==> src/rtl/led_cmd_pkg.sv <==
`default_nettype none
// ============================================================================
// Module  : led_cmd_pkg
// Purpose : Command/reply byte constants and state encoding for led_cmd_ctrl.
// Revision: 1.0 - initial release
// ============================================================================
package led_cmd_pkg;

    localparam logic [7:0] CMD_WRITE = 8'h57;  // 'W'
    localparam logic [7:0] CMD_READ  = 8'h52;  // 'R'
    localparam logic [7:0] RSP_OK    = 8'h4B;  // 'K'
    localparam logic [7:0] RSP_ERR   = 8'h3F;  // '?'

    typedef logic [1:0] state_t;

    localparam state_t ST_IDLE    = 2'd0;
    localparam state_t ST_GET_ARG = 2'd1;
    localparam state_t ST_SEND    = 2'd2;
    localparam state_t ST_GUARD   = 2'd3;

endpackage
`default_nettype wire

==> src/rtl/cmd_timeout.sv <==
`default_nettype none
// ============================================================================
// Module  : cmd_timeout
// Purpose : Saturating wait counter; expired flags the step onto TIMEOUT_CYCLES-1.
// Revision: 1.0 - initial release
// ============================================================================
module cmd_timeout #(
    parameter int TIMEOUT_CYCLES = 100000000
) (
    input  logic clk,
    input  logic rst,
    input  logic clear,
    input  logic enable,
    output logic expired
);

    localparam int CNT_W = (TIMEOUT_CYCLES >= 2) ? $clog2(TIMEOUT_CYCLES) : 1;
    localparam logic [CNT_W-1:0] CNT_LAST = CNT_W'(TIMEOUT_CYCLES - 2);
    localparam logic [CNT_W-1:0] CNT_MAX  = '1;

    logic [CNT_W-1:0] cnt_q;
    logic [CNT_W-1:0] cnt_d;

    always_ff @(posedge clk or posedge rst) begin
        if (rst) begin
            cnt_q <= '0;
        end else begin
            cnt_q <= cnt_d;
        end
    end

    always_comb begin
        cnt_d = cnt_q;
        if (clear) begin
            cnt_d = '0;
        end else if (enable && (cnt_q != CNT_MAX)) begin
            cnt_d = cnt_q + 1'b1;
        end
    end

    // Fires in the cycle whose closing edge brings the count to TIMEOUT_CYCLES-1.
    assign expired = enable && !clear && (cnt_q >= CNT_LAST);

endmodule
`default_nettype wire

==> src/rtl/led_cmd_ctrl.sv <==
`default_nettype none
// ============================================================================
// Module  : led_cmd_ctrl
// Purpose : UART byte command decoder: 'W' <arg> writes led, 'R' reads it back.
// Revision: 1.0 - initial release
// ============================================================================
module led_cmd_ctrl
    import led_cmd_pkg::*;
#(
    parameter int         TIMEOUT_CYCLES = 100000000,
    parameter logic [7:0] LED_RESET      = 8'h00
) (
    input  logic       clk,
    input  logic       rst,
    input  logic [7:0] rx_data,
    input  logic       rx_new,
    input  logic       tx_busy,
    output logic [7:0] tx_data,
    output logic       tx_new,
    output logic [7:0] led,
    output logic       overrun
);

    state_t     state_q,   state_d;
    logic [7:0] led_q,     led_d;
    logic [7:0] reply_q,   reply_d;
    logic       overrun_q, overrun_d;
    logic       tmo_clear;
    logic       tmo_enable;
    logic       tmo_expired;

    cmd_timeout #(
        .TIMEOUT_CYCLES(TIMEOUT_CYCLES)
    ) u_timeout (
        .clk    (clk),
        .rst    (rst),
        .clear  (tmo_clear),
        .enable (tmo_enable),
        .expired(tmo_expired)
    );

    always_ff @(posedge clk or posedge rst) begin
        if (rst) begin
            state_q   <= ST_IDLE;
            led_q     <= LED_RESET;
            reply_q   <= 8'h00;
            overrun_q <= 1'b0;
        end else begin
            state_q   <= state_d;
            led_q     <= led_d;
            reply_q   <= reply_d;
            overrun_q <= overrun_d;
        end
    end

    always_comb begin
        state_d    = state_q;
        led_d      = led_q;
        reply_d    = reply_q;
        overrun_d  = overrun_q;
        tmo_clear  = 1'b0;
        tmo_enable = (state_q == ST_GET_ARG);
        case (state_q)
            ST_IDLE: begin
                if (rx_new) begin
                    if (rx_data == CMD_WRITE) begin
                        tmo_clear = 1'b1;
                        state_d   = ST_GET_ARG;
                    end else if (rx_data == CMD_READ) begin
                        reply_d = led_q;
                        state_d = ST_SEND;
                    end else begin
                        reply_d = RSP_ERR;
                        state_d = ST_SEND;
                    end
                end
            end
            ST_GET_ARG: begin
                // A byte arriving in the expiry cycle takes priority over the timeout.
                if (rx_new) begin
                    led_d   = rx_data;
                    reply_d = RSP_OK;
                    state_d = ST_SEND;
                end else if (tmo_expired) begin
                    reply_d = RSP_ERR;
                    state_d = ST_SEND;
                end
            end
            ST_SEND: begin
                if (rx_new) begin
                    overrun_d = 1'b1;
                end
                if (!tx_busy) begin
                    state_d = ST_GUARD;
                end
            end
            ST_GUARD: begin
                if (rx_new) begin
                    overrun_d = 1'b1;
                end
                state_d = ST_IDLE;
            end
            default: begin
                state_d = ST_IDLE;
            end
        endcase
    end

    always_comb begin
        tx_new = (state_q == ST_SEND) && !tx_busy;
    end

    assign tx_data = reply_q;
    assign led     = led_q;
    assign overrun = overrun_q;

endmodule
`default_nettype wire

==> config.mk <==
export PLATFORM = sky130hd
export DESIGN_NAME = led_cmd_ctrl
export DESIGN_NICKNAME = d
export VERILOG_FILES = /design/src/rtl/led_cmd_pkg.sv /design/src/rtl/cmd_timeout.sv /design/src/rtl/led_cmd_ctrl.sv
export SDC_FILE = /design/constraint.sdc
export NUM_CORES = 1
export LEC_CHECK = 0
export ABC_AREA = 0
export CAP_MARGIN = 30
export CORE_UTILIZATION = 55
export CTS_CLUSTER_SIZE = 20
export DETAILED_ROUTE_END_ITERATION = 12
export GPL_TIMING_DRIVEN = 0
export HOLD_SLACK_MARGIN = 0.06
export PLACE_DENSITY = 0.79
export SYNTH_ARGS = -nofsm -noshare
export SYNTH_HDL_FRONTEND = slang
export SYNTH_HIERARCHICAL = 1
export SYNTH_SLANG_ARGS = --single-unit
==> constraint.sdc <==
create_clock -name clk -period 5.3 [get_ports clk]
set_input_delay 0.53 -clock clk [delete_from_list [all_inputs] [get_ports clk]]
set_output_delay 0.53 -clock clk [all_outputs]
set_load 0.05 [all_outputs]
After elaboration in Yosys (flattened, before gate mapping)
Cells that the tools add are included.

Latch bits: 0. Logic and storage cells: 48. Input bits: 12. Output and inout port bits: 18. Register bits: 46. Memory bits (writable): 0. Memory bits (read-only): 0. Memories: 0.

Shifts and indexed selects: 0. $mul: 0. Muxes and demuxes: 17. Reductions and logical operators: 14. Div/mod/pow operators: 0. $add $sub $neg: 1. Equality and inequality tests: 10. $lt $le $gt $ge: 1. Bitwise logic cells: 0.

Operators by type and width (number): $mux W27 (2); $mux W8 (5); $add A27 B1 Y27 const B (1); $ge A27 B27 Y1 const B (1); $ne A27 B27 Y1 const B (1); $eq A8 B7 Y1 const B (2); $pmux W8 S2 (1); $mux W2 (5); $pmux W2 S4 (1); $ne A2 B2 Y1 const B (3); $eq A2 B2 Y1 const B (2); $logic_and A1 B1 Y1 (4); $reduce_and A2 Y1 (2); $reduce_and A4 Y1 (1); $reduce_bool A2 Y1 (2); $mux W1 (3); $ne A3 B3 Y1 const B (1); $reduce_and A3 Y1 (1); $eq A2 B1 Y1 const B (1); $logic_not A1 Y1 (2); $logic_not A2 Y1 (1); $reduce_or A2 Y1 (1).

Longest topological paths before layout
Depth in word-level cells: 10. Mapped depth: 13. Gate-level depth less buffers: 11.

Modules after synthesis
Netlist, hierarchy kept.

By module, submodules not included: cmd_timeout (seq. area each 675.6 µm², area an instance 1610.3 µm², cells each 177, times used 1); led_cmd_ctrl (seq. area each 475.5 µm², area an instance 913.4 µm², cells each 82, times used 1).

Worst setup path after synthesis
OpenSTA, ideal clock, no wires.

Path kind: in2reg. Start: in rx_data[7]. End: reg reply_q[6], in the netlist tx_data[6]. Arrival time: 3095 ps. Stages: 11. Path slack: 2080 ps. Required time: 5175 ps. Cell sequence: or4b_1 nor3_1 clkbuf_1 and2_1 clkbuf_1 nor4_1 nor2b_1 o22ai_1 buf_2 nor2_1 mux2_2.

Longest elaborated chain between the ends: 9.

RTL lines: from (decl) (RTL line led_cmd_ctrl.sv:15) `input logic [7:0] rx_data,`; $eq A8 B7 Y1 (RTL line led_cmd_ctrl.sv:66) `if (rx_data == CMD_WRITE) begin`; $mux W1 (RTL line led_cmd_ctrl.sv:66); $mux W1 (RTL line led_cmd_ctrl.sv:65) `if (rx_new) begin`; $mux W1 (RTL line led_cmd_ctrl.sv:63) `case (state_q)`; via tmo_clear (RTL line led_cmd_ctrl.sv:28) `logic tmo_clear;`; $logic_not A1 Y1 (RTL line cmd_timeout.sv:42) `assign expired = enable && !clear && (cnt_q >= CNT_LAST);`; $logic_and A1 B1 Y1 (2 in a row) (RTL line cmd_timeout.sv:42); via tmo_expired (RTL line led_cmd_ctrl.sv:30) `logic tmo_expired;`; $ne A3 B3 Y1 (no source line); $reduce_and A4 Y1 (no source line); to (signal assigned) (RTL line led_cmd_ctrl.sv:51) `reply_q <= reply_d;`; to (decl) (RTL line led_cmd_ctrl.sv:26) `logic [7:0] reply_q, reply_d;`.

The timed path passes the listed nets, and every way through them passes these cells. The select of a mux whose other input is x is not followed. A chain may end at the register's enable or synchronous reset.

Worst setup path in the final report
Same ends and word-level chain as after synthesis.

==> impl_metrics.yaml <==
global_route:
  grt_pass1_vias: 2114
  antenna_found_initial: 0
  grt_max_degree: 20
  grt_pass1_wl_microns: 9650
  grt_usage_pct: 24.9
  grt-ovfl-total: 0
pwr:
  switchingPower_w: 0.000729
  ir_drop_v: 0.000401
  p_leak_nw: 1.17
  intPower_w: 0.000924
  power_frac_seq_pct: 37.2
  swShare_pct: 44.1
  power.density_nw_per_um2: 550
  pwr-share-comb_pct: 46.8
  pwr-share-clk_pct: 15.9
clocking:
  cts_tree: "built"
  ctsHoldBuffers: 0
  cts_sinks: 46
  cts-root-buf: "clkbuf_8"
  cts_resized: 0
  post_cts_buffers: 0
  path_clk_slew_ns: 0.09
  clk_latency_ns: 0.30
  numCtsBuffers: 5
  cts.path.max_buffers: 2
  cts-htree-levels: 2
sta:
  fin_tns_setup_ns: 0
  rsz0062_at_grt: "false"
  slew_headroom_pct: 45.9
  fmax_ghz: 0.247
  skew_ns: 0.0127
  layout_min_cycle_time_ns: 4.04
  finalSetupViolCount: 0
  worst_pin_slew_ns: 0.804
  finalCritPeriodShare_pct: 76.3
  fin_ws_ns: 1.26
  finalMaxSlewViolations: 0
  hold_viol_final: 0
route:
  drt_iter0_drc: 95
  vias: 2062
  firstDrtPassIters: 5
  wl_per_cell_microns: 15.5
  route.met3.wl_microns: 271
  top_layer_used: "met4"
  wl_met2_microns: 2730
  vias_per_cell: 5.91
  ant_nets: 0
  wl_microns: 5400
  drc_errors: 0
  wl_met1_microns: 2350
cells_and_area:
  nNetsFinal: 314
  multi_input_area_sq_um: 1280
  seqCellArea_sq_um: 1150
  num_antenna_cells: 0
  layout-drive-gt1-share_pct: 9.76
  fillers: 357
  area_delta_synth_final_pct: 19.2
yosys:
  synthArstFlopShare_pct: 100
  syn_area_per_cell_sq_um: 9.74
  syn_inst: 259
  ys_ff_latch: 46
  synth_top_cells_by_area: "dfrtp_1 (46%), mux2_2 (4.9%), xnor2_1 (4.2%), nor2_1 (3.6%), ha_1 (3.0%)"
  yosysTopAreaCell: "dfrtp_1"
  synth_edf_count: 0
  syn_area_sq_um: 2520
  synth_top_cell_area_share_pct: 45.6
  ys_types: 46
  syn_nets: 277
  ys_warn_count: 6
  synth_seq_area_share_pct: 45.6
  ys.flop_type: "dfrtp_1"
run_status:
  outcome: "finished, final reports clean"
worst_setup_path:
  crit_required_ns: 5.50
  critical_path.top_delay_family: "simple AND/OR/NAND/NOR gates"
  critical_path.max_stage_delay_ns: 0.55
  endpoint_kind: "flop"
  path_cells: "clkdlybuf4s50_1, or4b_1, nor3_1, clkbuf_1, and2_1, clkbuf_1, nor4_1, nor2b_1, o22ai_1, buf_2, nor2_1, mux2_2"
  critical_path.startpoint_type: "primary input"
  critPathKind: "primary input to flop"
  cp_num_buf_inv: 4
  slowest_stage: "or4b_1"
  arrival_ns: 4.24
  cp_max_fo: 10
  critPathMostFrequentCell: "clkbuf_1"
floorplan:
  dieArea_sq_um: 4860
  fp.dieW_microns: 69.7
  core_sq_um: 4380
  fp.dieH_microns: 69.7
  std_cell_rows: 24
  io_pins: 30
  start_util_pct: 57.6
placement:
  hpwl_microns: 3980
  gp_routability_congestion: 0.856
  dp_slack_ns: 0.938
  portBuffers: 29
run:
  maxCapViolations: 0
hold_path:
  hold_class: "flop to flop"
## cells in the final DEF (no fill, tap or decap), types with 3 or more instances in the layout
cell and n:
dfrtp_1 46, clkdlybuf4s50_1 29, nor2_1 24, o21ai_0 15, nand2_1 13, a21oi_1 13, inv_1 12, nand4_1 12
xnor2_1 12, mux2_2 11, or3_1 9, clkbuf_1 9, nand3_1 7, ha_1 6, nor2b_1 5, clkbuf_8 5
a211oi_1 5, and4_1 5, nor4_1 4, xor2_1 4, and3_1 4, nor3_1 3, o31ai_1 3, or4_1 3
o21a_1 3, and2_1 3, mux2i_1 3
## kinds of logic after synthesis
| family | count (synthesis) | synth area share [%] |
|---|---|---|
| and+or+nand+nor | 101 | 22.7 |
| xor gates and xnor gates | 16 | 5.55 |
| adders and majority gates | 6 | 2.97 |
| AOI/OAI and AO/OA | 53 | 13.5 |
| buffers and inverters | 23 | 3.52 |
| muxes | 14 | 6.10 |
| DFF | 46 | 45.6 |
## path summary, 6_finish.rpt
kind	cells past startpoint	startpoint	slack [ns]	end
setup / recovery	12	rx_data[7]	1.26	tx_data[6]
hold / removal	1	overrun	0.48	overrun
setup reg to reg	13	state_q[0]	1.62	tx_data[6]
hold reg to reg	1	overrun	0.48	overrun
max in group asynchronous	2	rst	4.17	led[6]
min in group asynchronous	2	rst	0.58	u_timeout/cnt_q[26]
## area by class of cell
class	instances	area share, %
Timing Repair Buffer	30	10.1
Buffer	11	1.46
Sequential cell	46	38.3
Clock inverter	3	1.50
Tap cell	52	2.16
Clock buffer	5	2.29
Inverter	12	1.50
Multi-Input combinational cell	190	42.7
## synth_stat cells (2+ instances only)
library cell  number
mux2_2            11
mux2i_1            3
nor4_2             2
a31oi_1            2
xor2_1             4
dfrtp_1           46
nand3_1            7
nand2_1           13
and3_1             4
and4_1             5
nand4_1           12
and2_1             3
nor2_1            24
nor4_1             4
or2_2              2
o31ai_1            3
nor2b_1            5
or3_1              9
nor3_1             3
xnor2_1           12
or4_1              3
a2111o_1           2
inv_1             12
ha_1               6
a21oi_1           13
clkbuf_1           9
o21a_1             3
a211oi_1           5
o21ai_0           15
## flip-flops by register name, indices dropped and copies added, names as in the netlist
register	cells
u_timeout/cnt_q	27
led	8
tx_data	8
state_q	2
overrun	1
## per-layer routing
metal / vias up / global-route usage [%]
met1: 984 / 30.3
met2: 53 / 43.9
li1: 1019 / -
met3: 6 / 5.96
met4: 0 / 7.11
met5: - / 0
## stage by stage
| stage | hold slack, ns | power (W) | instance area, sq um | instances | utilization, % |
|---|---|---|---|---|---|
| after floorplan | 0.481 | 0.00117 | 2520 | 259 | - |
| after global placement | 0.451 | 0.00136 | 2880 | 340 | 65.7 |
| after detailed placement | 0.464 | 0.00139 | 2890 | 341 | 66.0 |
| after CTS | 0.488 | 0.00166 | 3010 | 349 | 68.6 |
| after global routing | 0.524 | 0.00178 | 3010 | 349 | 68.6 |
| final | 0.478 | 0.00165 | 3010 | 349 | 68.6 |
## power groups by stage
stage               clock (W)  sequential (W)  combinational (W)
floorplan                   0        0.000752           0.000415
global placement            0        0.000614           0.000749
detailed placement          0        0.000621           0.000772
CTS                  0.000272        0.000614           0.000778
global route         0.000287        0.000637           0.000856
finish               0.000264        0.000616           0.000774
## worst register-to-register path, stage by stage (launching register included)
cell      delay (ns)
dfrtp_1         0.42
inv_1           0.11
ha_1            0.27
nand3_1         0.10
nor3_1          0.42
clkbuf_1        0.37
and2_1          0.25
clkbuf_1        0.43
nor4_1          0.15
nor2b_1         0.16
o22ai_1         0.22
buf_2           0.26
nor2_1          0.11
mux2_2          0.31
Note: power is estimated with default switching activity, not from simulation.
